[src/rtl/if_fetch_queue_pkg.sv]
// Shared fetch-path defines: default reset PC, PC step and instruction width.
package if_fetch_queue_pkg;

  localparam int unsigned IF_INST_W   = 32;
  localparam int unsigned IF_PC_STEP  = 4;
  localparam logic [63:0] IF_RESET_PC = 64'h0000_0000_8000_0000;

endpackage

[src/rtl/if_inst_fifo.sv]
// Circular FIFO of fetched {inst, pc} entries with synchronous flush.
// Flush wins over push; push on a full FIFO is accepted only with a simultaneous pop.
module if_inst_fifo
  import if_fetch_queue_pkg::*;
#(
  parameter int unsigned WIDTH = IF_INST_W + 64,
  parameter int unsigned DEPTH = 4
) (
  input  logic                       clk,
  input  logic                       rst,
  input  logic                       push,
  input  logic [WIDTH-1:0]           push_data,
  input  logic                       pop,
  output logic [WIDTH-1:0]           pop_data,
  input  logic                       flush,
  output logic                       full,
  output logic                       empty,
  output logic [$clog2(DEPTH+1)-1:0] count
);

  localparam int unsigned PTR_W = $clog2(DEPTH);
  localparam int unsigned CNT_W = $clog2(DEPTH + 1);

  logic [WIDTH-1:0] mem [DEPTH];
  logic [PTR_W-1:0] wr_ptr;
  logic [PTR_W-1:0] rd_ptr;
  logic             do_push;
  logic             do_pop;

  assign full     = (count == CNT_W'(DEPTH));
  assign empty    = (count == '0);
  assign do_pop   = pop && !empty;
  assign do_push  = push && (!full || do_pop);
  assign pop_data = mem[rd_ptr];

  // Pointer and occupancy bookkeeping; DEPTH is a power of 2 so pointers wrap naturally.
  always_ff @(posedge clk or negedge rst) begin
    if (!rst) begin
      wr_ptr <= '0;
      rd_ptr <= '0;
      count  <= '0;
    end else if (flush) begin
      wr_ptr <= '0;
      rd_ptr <= '0;
      count  <= '0;
    end else begin
      if (do_push) wr_ptr <= wr_ptr + PTR_W'(1);
      if (do_pop)  rd_ptr <= rd_ptr + PTR_W'(1);
      count <= count + CNT_W'(do_push) - CNT_W'(do_pop);
    end
  end

  // Entry storage; contents need no reset since occupancy gates every read.
  always_ff @(posedge clk) begin
    if (do_push && !flush) mem[wr_ptr] <= push_data;
  end

endmodule

[src/rtl/if_fetch_queue.sv]
// Instruction fetch front end: issues in-order fetch requests under a credit limit,
// queues responses with their PC, and discards stale responses after a redirect.
module if_fetch_queue
  import if_fetch_queue_pkg::*;
#(
  parameter int unsigned       ADDR_W   = 64,
  parameter int unsigned       INST_W   = IF_INST_W,
  parameter int unsigned       DEPTH    = 4,           // power of 2, >= 2
  parameter logic [ADDR_W-1:0] RESET_PC = ADDR_W'(IF_RESET_PC)
) (
  input  logic              clk,
  input  logic              rst,
  input  logic              redirect_valid,
  input  logic [ADDR_W-1:0] redirect_addr,
  output logic              req_valid,
  input  logic              req_ready,
  output logic [ADDR_W-1:0] req_addr,
  input  logic              rsp_valid,
  input  logic [INST_W-1:0] rsp_inst,
  output logic              out_valid,
  input  logic              out_ready,
  output logic [INST_W-1:0] out_inst,
  output logic [ADDR_W-1:0] out_pc
);

  localparam int unsigned       CNT_W   = $clog2(DEPTH + 1);
  localparam int unsigned       ENT_W   = INST_W + ADDR_W;
  localparam logic [ADDR_W-1:0] PC_STEP = ADDR_W'(IF_PC_STEP);

  logic [ADDR_W-1:0] fetch_pc;
  logic [ADDR_W-1:0] rsp_pc;
  logic [ADDR_W-1:0] redirect_aligned;
  logic [CNT_W-1:0]  inflight;
  logic [CNT_W-1:0]  drop_cnt;
  logic [CNT_W-1:0]  fifo_count;
  logic [CNT_W:0]    credit_used;
  logic              fifo_full;
  logic              fifo_empty;
  logic              fifo_push;
  logic              fifo_pop;
  logic              req_fire;
  logic              rsp_keep;
  logic [ENT_W-1:0]  head;

  assign redirect_aligned = redirect_addr & ~ADDR_W'(3);

  // Outstanding requests plus queued entries never exceed DEPTH, so a kept
  // response always finds room in the FIFO.
  assign credit_used = {1'b0, inflight} + {1'b0, fifo_count};
  assign req_valid   = rst && !redirect_valid && (credit_used < (CNT_W + 1)'(DEPTH));
  assign req_addr    = fetch_pc;
  assign req_fire    = req_valid && req_ready;

  assign rsp_keep  = rsp_valid && (drop_cnt == '0);
  assign fifo_push = rsp_keep && (!fifo_full || fifo_pop);

  assign out_valid = rst && !fifo_empty && !redirect_valid;
  assign fifo_pop  = out_valid && out_ready;
  assign out_inst  = rst ? head[ADDR_W +: INST_W] : '0;
  assign out_pc    = rst ? head[ADDR_W-1:0]       : RESET_PC;

  // PC tracking and in-flight/drop accounting; a redirect turns every response
  // still owed (excluding one consumed this cycle) into a drop.
  always_ff @(posedge clk or negedge rst) begin
    if (!rst) begin
      fetch_pc <= RESET_PC;
      rsp_pc   <= RESET_PC;
      inflight <= '0;
      drop_cnt <= '0;
    end else begin
      if (redirect_valid) begin
        fetch_pc <= redirect_aligned;
        rsp_pc   <= redirect_aligned;
      end else begin
        if (req_fire) fetch_pc <= fetch_pc + PC_STEP;
        if (rsp_keep) rsp_pc   <= rsp_pc + PC_STEP;
      end
      inflight <= inflight + CNT_W'(req_fire) - CNT_W'(rsp_valid);
      if (redirect_valid) begin
        drop_cnt <= inflight - CNT_W'(rsp_valid);
      end else if (rsp_valid && !rsp_keep) begin
        drop_cnt <= drop_cnt - CNT_W'(1);
      end
    end
  end

  if_inst_fifo #(
    .WIDTH (ENT_W),
    .DEPTH (DEPTH)
  ) u_fifo (
    .clk       (clk),
    .rst       (rst),
    .push      (fifo_push),
    .push_data ({rsp_inst, rsp_pc}),
    .pop       (fifo_pop),
    .pop_data  (head),
    .flush     (redirect_valid),
    .full      (fifo_full),
    .empty     (fifo_empty),
    .count     (fifo_count)
  );

endmodule

[config.mk]
export PLATFORM = sky130hd
export DESIGN_NAME = if_fetch_queue
export DESIGN_NICKNAME = d
export VERILOG_FILES = /design/src/rtl/if_fetch_queue_pkg.sv /design/src/rtl/if_inst_fifo.sv /design/src/rtl/if_fetch_queue.sv
export SDC_FILE = /design/constraint.sdc
export NUM_CORES = 1
export LEC_CHECK = 0
export ABC_AREA = 1
export CAP_MARGIN = 20
export CORE_MARGIN = 1
export CORE_UTILIZATION = 57
export CTS_CLUSTER_DIAMETER = 120
export DETAILED_ROUTE_END_ITERATION = 10
export PLACE_DENSITY = 0.8
export SYNTH_ARGS = -nofsm -noshare
export SYNTH_HDL_FRONTEND = slang
export SYNTH_SLANG_ARGS = --single-unit
[constraint.sdc]
create_clock -name clk -period 7.35 [get_ports clk]
set_clock_uncertainty 0.2 [all_clocks]
set_input_delay 1.47 -clock clk [delete_from_list [all_inputs] [get_ports clk]]
set_output_delay 1.47 -clock clk [all_outputs]
set_load 0.01 [all_outputs]
==> flow_metrics.tcl <==
set metrics [dict create \
    run_status "complete, no violations" \
    vias_per_cell 5.795 \
    cts.path.max_buffers 3 \
    floorplan.die.width_um 210.0 \
    critical-path-slowest-cell "sky130_fd_sc_hd__buf_4" \
    detail_route.iter0.violations 2197 \
    ioPinCount 264 \
    grtUsageTotal_pct 33.00 \
    total_area_of_multi_input_combinational_cells_mm2 0.008775 \
    critPathBufInv 4 \
    timing.critical_path.required_ps 5680 \
    drt_pass1_iterations 7 \
    hold_buffers 0 \
    post-route-min-period_ps 5439 \
    drt-wirelength-per-cell_um 20.81 \
    hold_path_depth 2 \
    cts-root-buf "sky130_fd_sc_hd__clkbuf_16" \
    fmax_ghz 0.1839 \
    setup_violations 0 \
    filler_cell_count 3120 \
    post_synth_num_cell_types 51 \
    power-per-cell-area_mw_per_mm2 269.8 \
    worst_setup_path_start_kind "primary input" \
    hold_viol_final 0 \
    synth.ff_latch_count 513 \
    synthCells 2641 \
    start_util_pct 58.25 \
    layout.cells.most_common_list "543 x sky130_fd_sc_hd__nor2_1, 494 x sky130_fd_sc_hd__nand2_1, 376 x sky130_fd_sc_hd__edfxtp_1, 255 x sky130_fd_sc_hd__clkdlybuf4s50_1, 234 x sky130_fd_sc_hd__o21ai_0" \
    num_rows 75 \
    antenna_found_initial 2 \
    final_common_cell "sky130_fd_sc_hd__nor2_1" \
    crit_path_max_fanout 83 \
    detailedPlacementHpwl_um 48430 \
    share_of_final_layout_standard_cells_stronger_than_drive_strength_1_pct 7.253 \
    layout-area-overhead-vs-synth_pct 19.92 \
    cts.sink_count 513 \
    cts_inserted_buffers 52 \
    placement.io_buffers 257 \
    postCtsSetupRepairBufs 0 \
    globalRouteOverflowTotal 0 \
    rsz0062_at_grt "false" \
    antenna_violating_nets_post_route 0 \
    synth-async-reset-ratio_pct 26.71 \
    kind_of_capture_point_of_the_worst_setup_path "output pin" \
    synth_flop_cell "sky130_fd_sc_hd__edfxtp_1" \
    clock_latency_ps 610 \
    max-slew-margin-rel_pct 26.83 \
    route.final.wire_length_um 72590 \
    synth-seq-area-share_pct 59.72 \
    vias 20210 \
    yosys_warnings 0 \
    reg2reg_depth 9 \
    path_clk_slew_ps 60 \
    drc 0 \
    clock_tree_from_tritoncts "yes" \
    clock_tree.htree_level_count 2 \
    drv_cap 0 \
    seq_area_mm2 0.01473 \
    place_congestion 0.9604 \
    syn_avg_cell_area_um2 9.334 \
    total_power_mw 7.975 \
    critPathTopFamily "buffers and inverters" \
    r2r_setup_slack_ps 3660 \
    design.core.area_mm2 0.04232 \
    cellLeakagePower_nw 11.03 \
    critical_path.reg2reg.endpoint "u_fifo.mem[2][62]" \
    die_area_mm2 0.04408 \
    worst_slew_pin_slew_ps 1097 \
    grt_pass1_vias 19350 \
    synth_edf_count 376 \
    synthesis.area_mm2 0.02465 \
    global_route_wire_length_before_repair_um 110300 \
    crit_type "primary input to output pin" \
    vdd_ir_drop_max_uv 179.2 \
    maxSlewViolCount 0 \
    grt_start_max_net_pins 95 \
    worst_ep_arrival_time_ps 3770 \
    layout.nets 2987 \
    cts_repair_resize_count 0 \
    hold_path.class "register to register" \
    worst_min_delay_path_endpoint "req_addr[63]" \
    final.period_utilization_pct 74.00 \
    regToRegStartpoint "drop_cnt[0]" \
    cp_slowest_stage_delay_ps 840 \
    critical_path_cell_count 5 \
    postLayoutSetupSlackWorst_ps 1911 \
    min-delay-start "req_addr[63]" \
    dpl_worst_slack_ps 1937 \
    path_cells "buf_6 -> inv_2 -> buf_4 -> a21oi_1 -> clkdlybuf4s50_1" \
    totalNegativeSetupSlack_ps 0 \
    floorplan.die.height_um 210.0 \
]
Yosys cell counts (2+ instances only):
cell,n,area share [%]
sky130_fd_sc_hd__nor2_1,548,8.3
sky130_fd_sc_hd__nand2_1,494,7.5
sky130_fd_sc_hd__edfxtp_1,376,46
sky130_fd_sc_hd__o21ai_0,234,4.8
sky130_fd_sc_hd__inv_1,171,2.6
sky130_fd_sc_hd__dfrtp_1,135,14
sky130_fd_sc_hd__nand3_1,123,2.5
sky130_fd_sc_hd__a21oi_1,112,2.3
sky130_fd_sc_hd__xor2_1,55,2.0
sky130_fd_sc_hd__clkbuf_1,52,0.79
sky130_fd_sc_hd__nand4_1,46,1.2
sky130_fd_sc_hd__buf_2,31,0.63
sky130_fd_sc_hd__o211ai_1,27,0.82
sky130_fd_sc_hd__nor3_1,26,0.53
sky130_fd_sc_hd__nor2_2,22,0.56
sky130_fd_sc_hd__nand2_2,20,0.51
sky130_fd_sc_hd__buf_1,19,0.29
sky130_fd_sc_hd__inv_2,18,0.27
sky130_fd_sc_hd__ha_1,16,0.81
sky130_fd_sc_hd__o21ai_1,15,0.30
sky130_fd_sc_hd__nor2_4,14,0.64
sky130_fd_sc_hd__xnor2_1,14,0.50
sky130_fd_sc_hd__o21bai_1,13,0.40
sky130_fd_sc_hd__nor3_2,9,0.37
sky130_fd_sc_hd__o221ai_1,7,0.25
sky130_fd_sc_hd__buf_4,5,0.15
sky130_fd_sc_hd__nand3_2,5,0.20
sky130_fd_sc_hd__a31oi_1,4,0.10
sky130_fd_sc_hd__nand3b_1,3,0.091
sky130_fd_sc_hd__and2_1,2,0.051
sky130_fd_sc_hd__buf_6,2,0.091
sky130_fd_sc_hd__clkinv_1,2,0.030
sky130_fd_sc_hd__dfstp_2,2,0.21
sky130_fd_sc_hd__fa_1,2,0.16
metrics by stage:
| step | hold slack, ps | instances | area [um^2] | util [%] |
|---|---|---|---|---|
| 6_report | 363.0 | 3488 | 29560 | 69.85 |
| 2_1_floorplan | 299.9 | 2644 | 24660 | - |
| 3_3_place_gp | 332.7 | 3390 | 27740 | 65.53 |
| 3_5_place_dp | 335.9 | 3390 | 27740 | 65.53 |
| 4_1_cts | 353.8 | 3486 | 29560 | 69.84 |
| 5_1_grt | 365.2 | 3486 | 29560 | 69.84 |
per-layer routing:
layer  up-vias  track usage (%)  wire (um)  part of all wire, %
met1      9675            46.21      29570                   41
met3       162            4.976       6248                  8.6
met4         0            13.06       2734                  3.8
met5         -                0          0                    0
met2      1055            52.31      34040                   47
li1       9320                -          -                    -
tightest hold or removal path: stages, from the launching register on:
cell                      delay [ps]
sky130_fd_sc_hd__dfrtp_1         400
sky130_fd_sc_hd__nand2_1          70
sky130_fd_sc_hd__nand3_1          70
cells by family after synthesis:
group / count (synthesis) / share of synthesized area (%)
fa+ha+maj: 18 / 0.9745
flops: 513 / 59.72
simple gates: 1322 / 22.88
other cells: 1 / 0.01521
compound gates: 417 / 9.080
buf+inv: 301 / 4.883
xor+xnor: 69 / 2.452
power by group:
part           switching (mW)  internal, mW
clock network            1.13          1.70
registers               0.372          3.40
logic                   0.808         0.569
total                    2.31          5.67
worst max path at each step:
stage / end / from
after floorplan: u_fifo.mem[0][10] / redirect_valid
after global placement: out_pc[42] / rst
after detailed placement: out_inst[25] / rst
after CTS: out_pc[42] / u_fifo.rd_ptr[0]
after global routing: out_pc[37] / u_fifo.rd_ptr[0]
final: out_pc[42] / rst
sequential cells by signal, indices dropped and copies added, names as in the netlist:
name and count:
rsp_pc 62, u_fifo.mem 376, u_fifo.rd_ptr 2, u_fifo.count 3
u_fifo.wr_ptr 2, inflight 3, req_addr 62, drop_cnt 3
cell type report:
class	count	area share, %
multi-input combinational	1830	29.68
clock inverter	36	1.621
sequential	513	49.82
timing repair buffer	278	9.434
inverter	192	2.446
tap	577	2.442
clock buffer	60	4.537
antenna	2	0.01693
No activity file was read; power rests on OpenSTA's default activity.
